===== config.mk =====
export PLATFORM = sky130hd
export DESIGN_NAME = memory_access
export DESIGN_NICKNAME = d
export VERILOG_FILES = /design/src/rtl/memory_access.sv
export SDC_FILE = /design/constraint.sdc
export NUM_CORES = 1
export LEC_CHECK = 0
export ABC_CLOCK_PERIOD_IN_PS = 2100
export BUFFER_PORTS_ARGS = -buffer_cell sky130_fd_sc_hd__buf_2
export CAP_MARGIN = 20
export CORE_ASPECT_RATIO = 0.75
export CORE_MARGIN = 2
export CORE_UTILIZATION = 51
export DETAILED_ROUTE_END_ITERATION = 8
export HOLD_SLACK_MARGIN = 0.1
export PLACE_DENSITY_LB_ADDON = 0.12
export SLEW_MARGIN = 20
export SYNTH_ARGS = -nofsm -noshare
export SYNTH_HDL_FRONTEND = slang
export SYNTH_SLANG_ARGS = --single-unit

===== constraint.sdc =====
create_clock -name clk -period 2.1 [get_ports clk]
set_input_delay 0.42 -clock clk [delete_from_list [all_inputs] [get_ports clk]]
set_output_delay 0.42 -clock clk [all_outputs]
set_load 0.1 [all_outputs]

===== src/rtl/memory_access.sv =====
// V850 memory stage: data-bus loads/stores over a req/ack handshake, load lane select and extension.
// Optional bus timeout is built only when MEM_BUS_TIMEOUT_EN is defined.
module memory_access #(
    parameter int unsigned TIMEOUT_CYCLES = 256
) (
    input  logic        clk,
    input  logic        rst_n,
    input  logic        valid_i,
    output logic        stall_o,
    input  logic [3:0]  mem_op_i,
    input  logic [31:0] result_i,
    input  logic [31:0] store_data_i,
    input  logic [31:0] result2_i,
    input  logic [4:0]  destination2_i,
    input  logic [4:0]  destination_i,
    input  logic [31:0] PSW_i,
    output logic        dbus_req_o,
    output logic        dbus_we_o,
    output logic [31:0] dbus_addr_o,
    output logic [3:0]  dbus_be_o,
    output logic [31:0] dbus_wdata_o,
    input  logic        dbus_ack_i,
    input  logic [31:0] dbus_rdata_i,
    output logic [31:0] result_o,
    output logic [31:0] result2_o,
    output logic [4:0]  destination_o,
    output logic [4:0]  destination2_o,
    output logic [31:0] PSW_o,
    output logic        misalign_o,
    output logic        bus_error_o
);

    localparam logic [3:0] OP_LDB  = 4'd1;
    localparam logic [3:0] OP_LDBU = 4'd2;
    localparam logic [3:0] OP_LDH  = 4'd3;
    localparam logic [3:0] OP_LDHU = 4'd4;
    localparam logic [3:0] OP_LDW  = 4'd5;
    localparam logic [3:0] OP_STB  = 4'd6;
    localparam logic [3:0] OP_STH  = 4'd7;
    localparam logic [3:0] OP_STW  = 4'd8;

    typedef enum logic {IDLE, BUS} state_t;

    state_t      state;
    logic [3:0]  op_q;
    logic [1:0]  lane_q;
    logic [4:0]  dest_q;
    logic [4:0]  dest2_q;
    logic [31:0] result2_q;
    logic [31:0] psw_q;

    logic        is_mem;
    logic        is_store;
    logic        misaligned;
    logic [3:0]  be;
    logic [31:0] wdata;
    logic [31:0] lane_word;
    logic [31:0] load_data;

`ifdef MEM_BUS_TIMEOUT_EN
    localparam logic [15:0] TIMEOUT_LAST = 16'(TIMEOUT_CYCLES - 1);
    logic [15:0] wait_count;
`else
    // Constant 0 for every legal TIMEOUT_CYCLES; the limit only matters when the timeout is built.
    assign bus_error_o = (TIMEOUT_CYCLES == 32'd0);
`endif

    assign stall_o = (state == BUS);

    always_comb begin
        is_mem     = 1'b0;
        misaligned = 1'b0;
        be         = 4'b0000;
        wdata      = '0;
        case (mem_op_i)
            OP_LDB, OP_LDBU, OP_STB: begin
                is_mem = 1'b1;
                be     = 4'b0001 << result_i[1:0];
                wdata  = {4{store_data_i[7:0]}};
            end
            OP_LDH, OP_LDHU, OP_STH: begin
                is_mem     = 1'b1;
                misaligned = result_i[0];
                be         = result_i[1] ? 4'b1100 : 4'b0011;
                wdata      = {2{store_data_i[15:0]}};
            end
            OP_LDW, OP_STW: begin
                is_mem     = 1'b1;
                misaligned = |result_i[1:0];
                be         = 4'b1111;
                wdata      = store_data_i;
            end
            default: ;
        endcase
        is_store = (mem_op_i == OP_STB) || (mem_op_i == OP_STH) || (mem_op_i == OP_STW);
    end

    // Shift the addressed lane down to bit 0, then extend; words are always lane 0.
    always_comb begin
        lane_word = dbus_rdata_i >> {lane_q, 3'b000};
        case (op_q)
            OP_LDB:  load_data = {{24{lane_word[7]}}, lane_word[7:0]};
            OP_LDBU: load_data = {24'b0, lane_word[7:0]};
            OP_LDH:  load_data = {{16{lane_word[15]}}, lane_word[15:0]};
            OP_LDHU: load_data = {16'b0, lane_word[15:0]};
            OP_LDW:  load_data = lane_word;
            default: load_data = '0;
        endcase
    end

    always_ff @(posedge clk or negedge rst_n) begin
        if (!rst_n) begin
            state          <= IDLE;
            op_q           <= '0;
            lane_q         <= '0;
            dest_q         <= '0;
            dest2_q        <= '0;
            result2_q      <= '0;
            psw_q          <= '0;
            dbus_req_o     <= 1'b0;
            dbus_we_o      <= 1'b0;
            dbus_addr_o    <= '0;
            dbus_be_o      <= '0;
            dbus_wdata_o   <= '0;
            result_o       <= '0;
            result2_o      <= '0;
            destination_o  <= '0;
            destination2_o <= '0;
            PSW_o          <= '0;
            misalign_o     <= 1'b0;
`ifdef MEM_BUS_TIMEOUT_EN
            wait_count     <= '0;
            bus_error_o    <= 1'b0;
`endif
        end else begin
            misalign_o     <= 1'b0;
`ifdef MEM_BUS_TIMEOUT_EN
            bus_error_o    <= 1'b0;
`endif
            // Bubble unless something completes below; PSW_o keeps its last value.
            result_o       <= '0;
            result2_o      <= '0;
            destination_o  <= '0;
            destination2_o <= '0;
            case (state)
                IDLE: begin
                    if (valid_i) begin
                        if (!is_mem) begin
                            result_o       <= result_i;
                            result2_o      <= result2_i;
                            destination_o  <= destination_i;
                            destination2_o <= destination2_i;
                            PSW_o          <= PSW_i;
                        end else if (misaligned) begin
                            misalign_o <= 1'b1;
                        end else begin
                            op_q         <= mem_op_i;
                            lane_q       <= result_i[1:0];
                            dest_q       <= destination_i;
                            dest2_q      <= destination2_i;
                            result2_q    <= result2_i;
                            psw_q        <= PSW_i;
                            dbus_req_o   <= 1'b1;
                            dbus_we_o    <= is_store;
                            dbus_addr_o  <= {result_i[31:2], 2'b00};
                            dbus_be_o    <= be;
                            dbus_wdata_o <= wdata;
`ifdef MEM_BUS_TIMEOUT_EN
                            wait_count   <= '0;
`endif
                            state        <= BUS;
                        end
                    end
                end
                BUS: begin
                    if (dbus_ack_i) begin
                        result_o       <= load_data;
                        result2_o      <= result2_q;
                        destination_o  <= dbus_we_o ? 5'd0 : dest_q;
                        destination2_o <= dest2_q;
                        PSW_o          <= psw_q;
                        dbus_req_o     <= 1'b0;
                        dbus_we_o      <= 1'b0;
                        state          <= IDLE;
                    end
`ifdef MEM_BUS_TIMEOUT_EN
                    else if (wait_count == TIMEOUT_LAST) begin
                        bus_error_o <= 1'b1;
                        dbus_req_o  <= 1'b0;
                        dbus_we_o   <= 1'b0;
                        state       <= IDLE;
                    end else begin
                        wait_count <= wait_count + 16'd1;
                    end
`endif
                end
                default: state <= IDLE;
            endcase
        end
    end

endmodule


==> impl_summary.txt <==
----------------------------------------------------
[Placed design]
  Routability cong. ... 0.839
  Placed cell count ... 1492
  Detailed placer's ending HPWL ... 21900 um
  Placed Instance Area ... 13700 sq um
  Count of port buffers added during placement ... 353

[Floorplan]
  Area of the core ... 21200 sq um
  DIE WIDTH ... 174 um
  Top-Level Pins ... 357
  Initial Util ... 52.2%
  Vertical die dimension ... 132 um
  FP Rows ... 46
  Floorplan die area ... 22900 sq um

[Finish]
  Fillcell total ... 1649
  Count of placed standard cells in the final layout, fillers left out ... 1547
  Final net count ... 1414
  Layout Area Growth over Synthesis ... 33.0%
  Post-route cell area ... 14700 sq um
  Layout cell share with drive strength beyond 1 ... 44.8%

[GRT]
  Largest net degree at the start of global routing ... 50
  Global-route wire length before repair ... 47200 um
  Aggregate global routing overflow ... 0
  Number of global-route vias before repair ... 8420
  Total track usage ... 25.8%
  Number of antenna violations at the first check in global routing ... 5

[Clock tree]
  Clock Sink Count ... 256
  Total clock buffers created by CTS ... 26
  CTS H-tree depth ... 1
  Clock latency at the later pin of the worst-skew pair ... 520 ps
  Clock buffer depth ... 3
  Cell at the root of the clock tree ... sky130_fd_sc_hd__clkbuf_16
  TritonCTS clock tree ... built
  Clock input transition at the sequential cells of the worst setup and hold paths ... 60 ps

[Detailed routing]
  Vias per cell ... 5.49
  Routed met1 length ... 12900 um
  First-pass iteration count of the detailed router ... 6
  Number of DRC markers in iteration 0 ... 640
  Vias after detailed routing ... 8496
  Routed Antenna Nets ... 0
  Highest routing layer actually used ... met5
  Detail Route met2 WL ... 14300 um
  DRC violation count after routing ... 0
  Average detailed-routed wire length per instance ... 19.6 um
  Total detailed-routing wirelength ... 30400 um
  Length of routed met3 wiring ... 2460 um

[Setup path]
  Critical path class ... reg2reg
  Beginning of the critical path ... stall_o$_DFF_PN0_
  CP max FO ... 24
  CP endpoint kind ... flip-flop
  Worst R2R Start ... stall_o$_DFF_PN0_
  Required time at the worst-slack endpoint ... 2500 ps
  Critical Path Start Type ... flip-flop
  Data arrival time of the critical path ... 2480 ps

[Power and ir drop]
  Pwr Total ... 20700 uW
  Peak VDD IR ... 0.00106 V
  Switching share of power ... 46.1%
  Sequential group share of total power ... 32.6%
  Cell-internal power ... 11100 uW
  Power per unit of standard cell area ... 1400 nW/um^2
  Combinational Power Share ... 43.2%
  Clock Power Share ... 24.2%
  Leakage ... 0.00723 uW
  NetSw ... 9520 uW

[Logic synthesis]
  Cells taking the most area after synthesis ... sky130_fd_sc_hd__dfrtp_1 58%, sky130_fd_sc_hd__mux2_2 7.7%, sky130_fd_sc_hd__mux2_1 6.2%
  Share of the synthesized netlist area taken by xor and xnor gates ... 0.0790%
  Simple-gate portion of the synthesized area ... 4.83%
  Fraction of the yosys area taken by sequential cells ... 57.8%
  Cell variety after synth ... 49
  Post-synthesis compound-gate area fraction ... 12.2%
  Synthesis-stage register bit count ... 256
  Instance count of the mapped netlist ... 851
  Number of enable flip-flop cells after synthesis ... 0
  Post-synthesis cell area ... 11100 sq um
  Post-synthesis adder-cell area fraction ... 0%
  Most used standard cell by instance count after synthesis ... sky130_fd_sc_hd__dfrtp_1
  Asr flop ratio synth ... 100%
  Mux contribution to synthesized area ... 20.4%
  Synth Flop Type ... sky130_fd_sc_hd__dfrtp_1
  Proportion of netlist area held by the largest area contributor ... 57.8%
  Mean Syn Cell Area ... 13.0 sq um
  Leading area contributor after synthesis ... sky130_fd_sc_hd__dfrtp_1
  Ranking of synthesized cells by instance count ... 256 x sky130_fd_sc_hd__dfrtp_1, 76 x sky130_fd_sc_hd__mux2_2, 67 x sky130_fd_sc_hd__mux2i_1
  Ys Warns ... 0
  Combinational family with the most area after synthesis ... multiplexers

[Timing]
  Max Clk Rate ... 482 MHz
  Final count of hold timing violations ... 0
  Final critical-path share of the clock period ... 98.8%
  Pins Over Slew Limit ... 0
  Headroom to the max-slew limit ... 59.9%
  Crit path time final ... 2080 ps
  Setup-failing EPs final ... 0
  Worst clock skew ... 6.30 ps
  Unrepaired setup endpoints after global routing ... yes
  Measured slew at the worst slew-check pin ... 601 ps

[Hold path]
  Worst Min Path Start ... result_i[3]
  Hold WC Path Type ... in2reg

[Outcome]
  Result of the run ... completed

[Job]
  Reported max-cap violation count ... 0

----------------------------------------------------
[metal layers]
metal	vias to the layer above	global-route usage [%]
met4	2	6.35
met2	340	40.6
met1	4233	35.9
li1	3871	-
met5	-	0
met3	50	6.45
[layout make-up]
cell class,instances,area (sq um),area share [%]
Multi-Input combinational cell,493,4240,28.7
Inverter,37,139,0.942
Clock inverter,10,183,1.24
Sequential cell,256,6410,43.5
Antenna cell,4,10.0,0.0679
Timing Repair Buffer,422,2650,18.0
Tap cell,288,360,2.44
Clock buffer,37,753,5.11
[metrics by stage]
stage	setup TNS (ps)	util [%]	worst slack (ps)	hold slack, ps
4_1_cts	0	69.1	16.6	101
6_report	0	69.4	24.6	114
3_5_place_dp	-20600	64.7	-200	378
5_1_grt	-56.9	69.4	-15.3	110
3_3_place_gp	-20050	64.7	-192	373
2_1_floorplan	-10560	-	-101	124
[placed cells by master, fill, tap and decap left out, drive strengths merged, types with 2 or more instances in the layout]
cell type	Yosys	final
buf	36	420
dfrtp	256	256
mux2	137	137
mux2i	67	67
a21oi	53	53
a22o	51	51
clkbuf	31	38
inv	37	37
nor3	35	35
nand2	30	30
o21ai	18	18
a221o	17	17
o221ai	11	11
nor2	10	10
a222oi	8	8
o211ai	8	8
o2bb2ai	7	7
bufinv	0	5
nand2b	5	5
diode	0	4
and2	4	4
conb	1	3
clkinvlp	0	3
nor3b	3	3
a21o	2	2
mux4	2	2
nor2b	2	2
nand3b	2	2
clkinv	0	2
[critical path, stage by stage (launching register included)]
cell and delay, ps:
sky130_fd_sc_hd__dfrtp_4 480, sky130_fd_sc_hd__nand2b_4 150, sky130_fd_sc_hd__nand3b_1 220, sky130_fd_sc_hd__a211oi_4 300, sky130_fd_sc_hd__buf_4 410, sky130_fd_sc_hd__mux2_2 390
[cells by family after synthesis]
| group | Yosys count |
|---|---|
| flops | 256 |
| buf+inv | 104 |
| other cells | 1 |
| simple gates | 100 |
| mux | 206 |
| xor+xnor | 1 |
| compound gates | 183 |
[power groups by stage]
| stage | Clock (uW) | Combinational [uW] | Sequential (uW) |
|---|---|---|---|
| 2_1_floorplan | 0 | 1950 | 11900 |
| 3_3_place_gp | 0 | 8820 | 6750 |
| 3_5_place_dp | 0 | 8910 | 6790 |
| 4_1_cts | 5110 | 8930 | 6730 |
| 5_1_grt | 5310 | 9250 | 6870 |
| 6_report | 5000 | 8920 | 6740 |
[registers in the layout, indices dropped and copies added (netlist names)]
| register | cells |
|---|---|
| dest2_q | 5 |
| lane_q | 2 |
| result_o | 32 |
| destination2_o | 5 |
| op_q | 4 |
| stall_o | 1 |
| dbus_addr_o | 30 |
| psw_q | 32 |
| dest_q | 5 |
| result2_q | 32 |
| misalign_o | 1 |
| dbus_we_o | 1 |
| PSW_o | 32 |
| result2_o | 32 |
| destination_o | 5 |
| dbus_wdata_o | 32 |
| dbus_req_o | 1 |
| dbus_be_o | 4 |
[path summary, 6_finish.rpt]
path / endpoint / slack (ps) / cells past startpoint
max: dbus_wdata_o[17]$_DFFE_PN0P_ / 20 / 5
min: result_o[3]$_DFF_PN0_ / 110 / 3
max reg2reg: dbus_wdata_o[17]$_DFFE_PN0P_ / 20 / 5
min reg2reg: dbus_req_o$_DFFE_PN0P_ / 480 / 1
max in group asynchronous: stall_o$_DFF_PN0_ / 1070 / 3
min in group asynchronous: dbus_wdata_o[31]$_DFFE_PN0P_ / 410 / 2
[repair_timing]
action	4_1_cts	5_1_grt
gates resized for setup	1	3
hold buffers	1	0
endpoints found under the setup margin	1	51
hold endpoints to repair	42	0
gates cloned	0	1
pin swaps	0	1
setup buffers	0	2
Power figures use the tool's default switching activity.
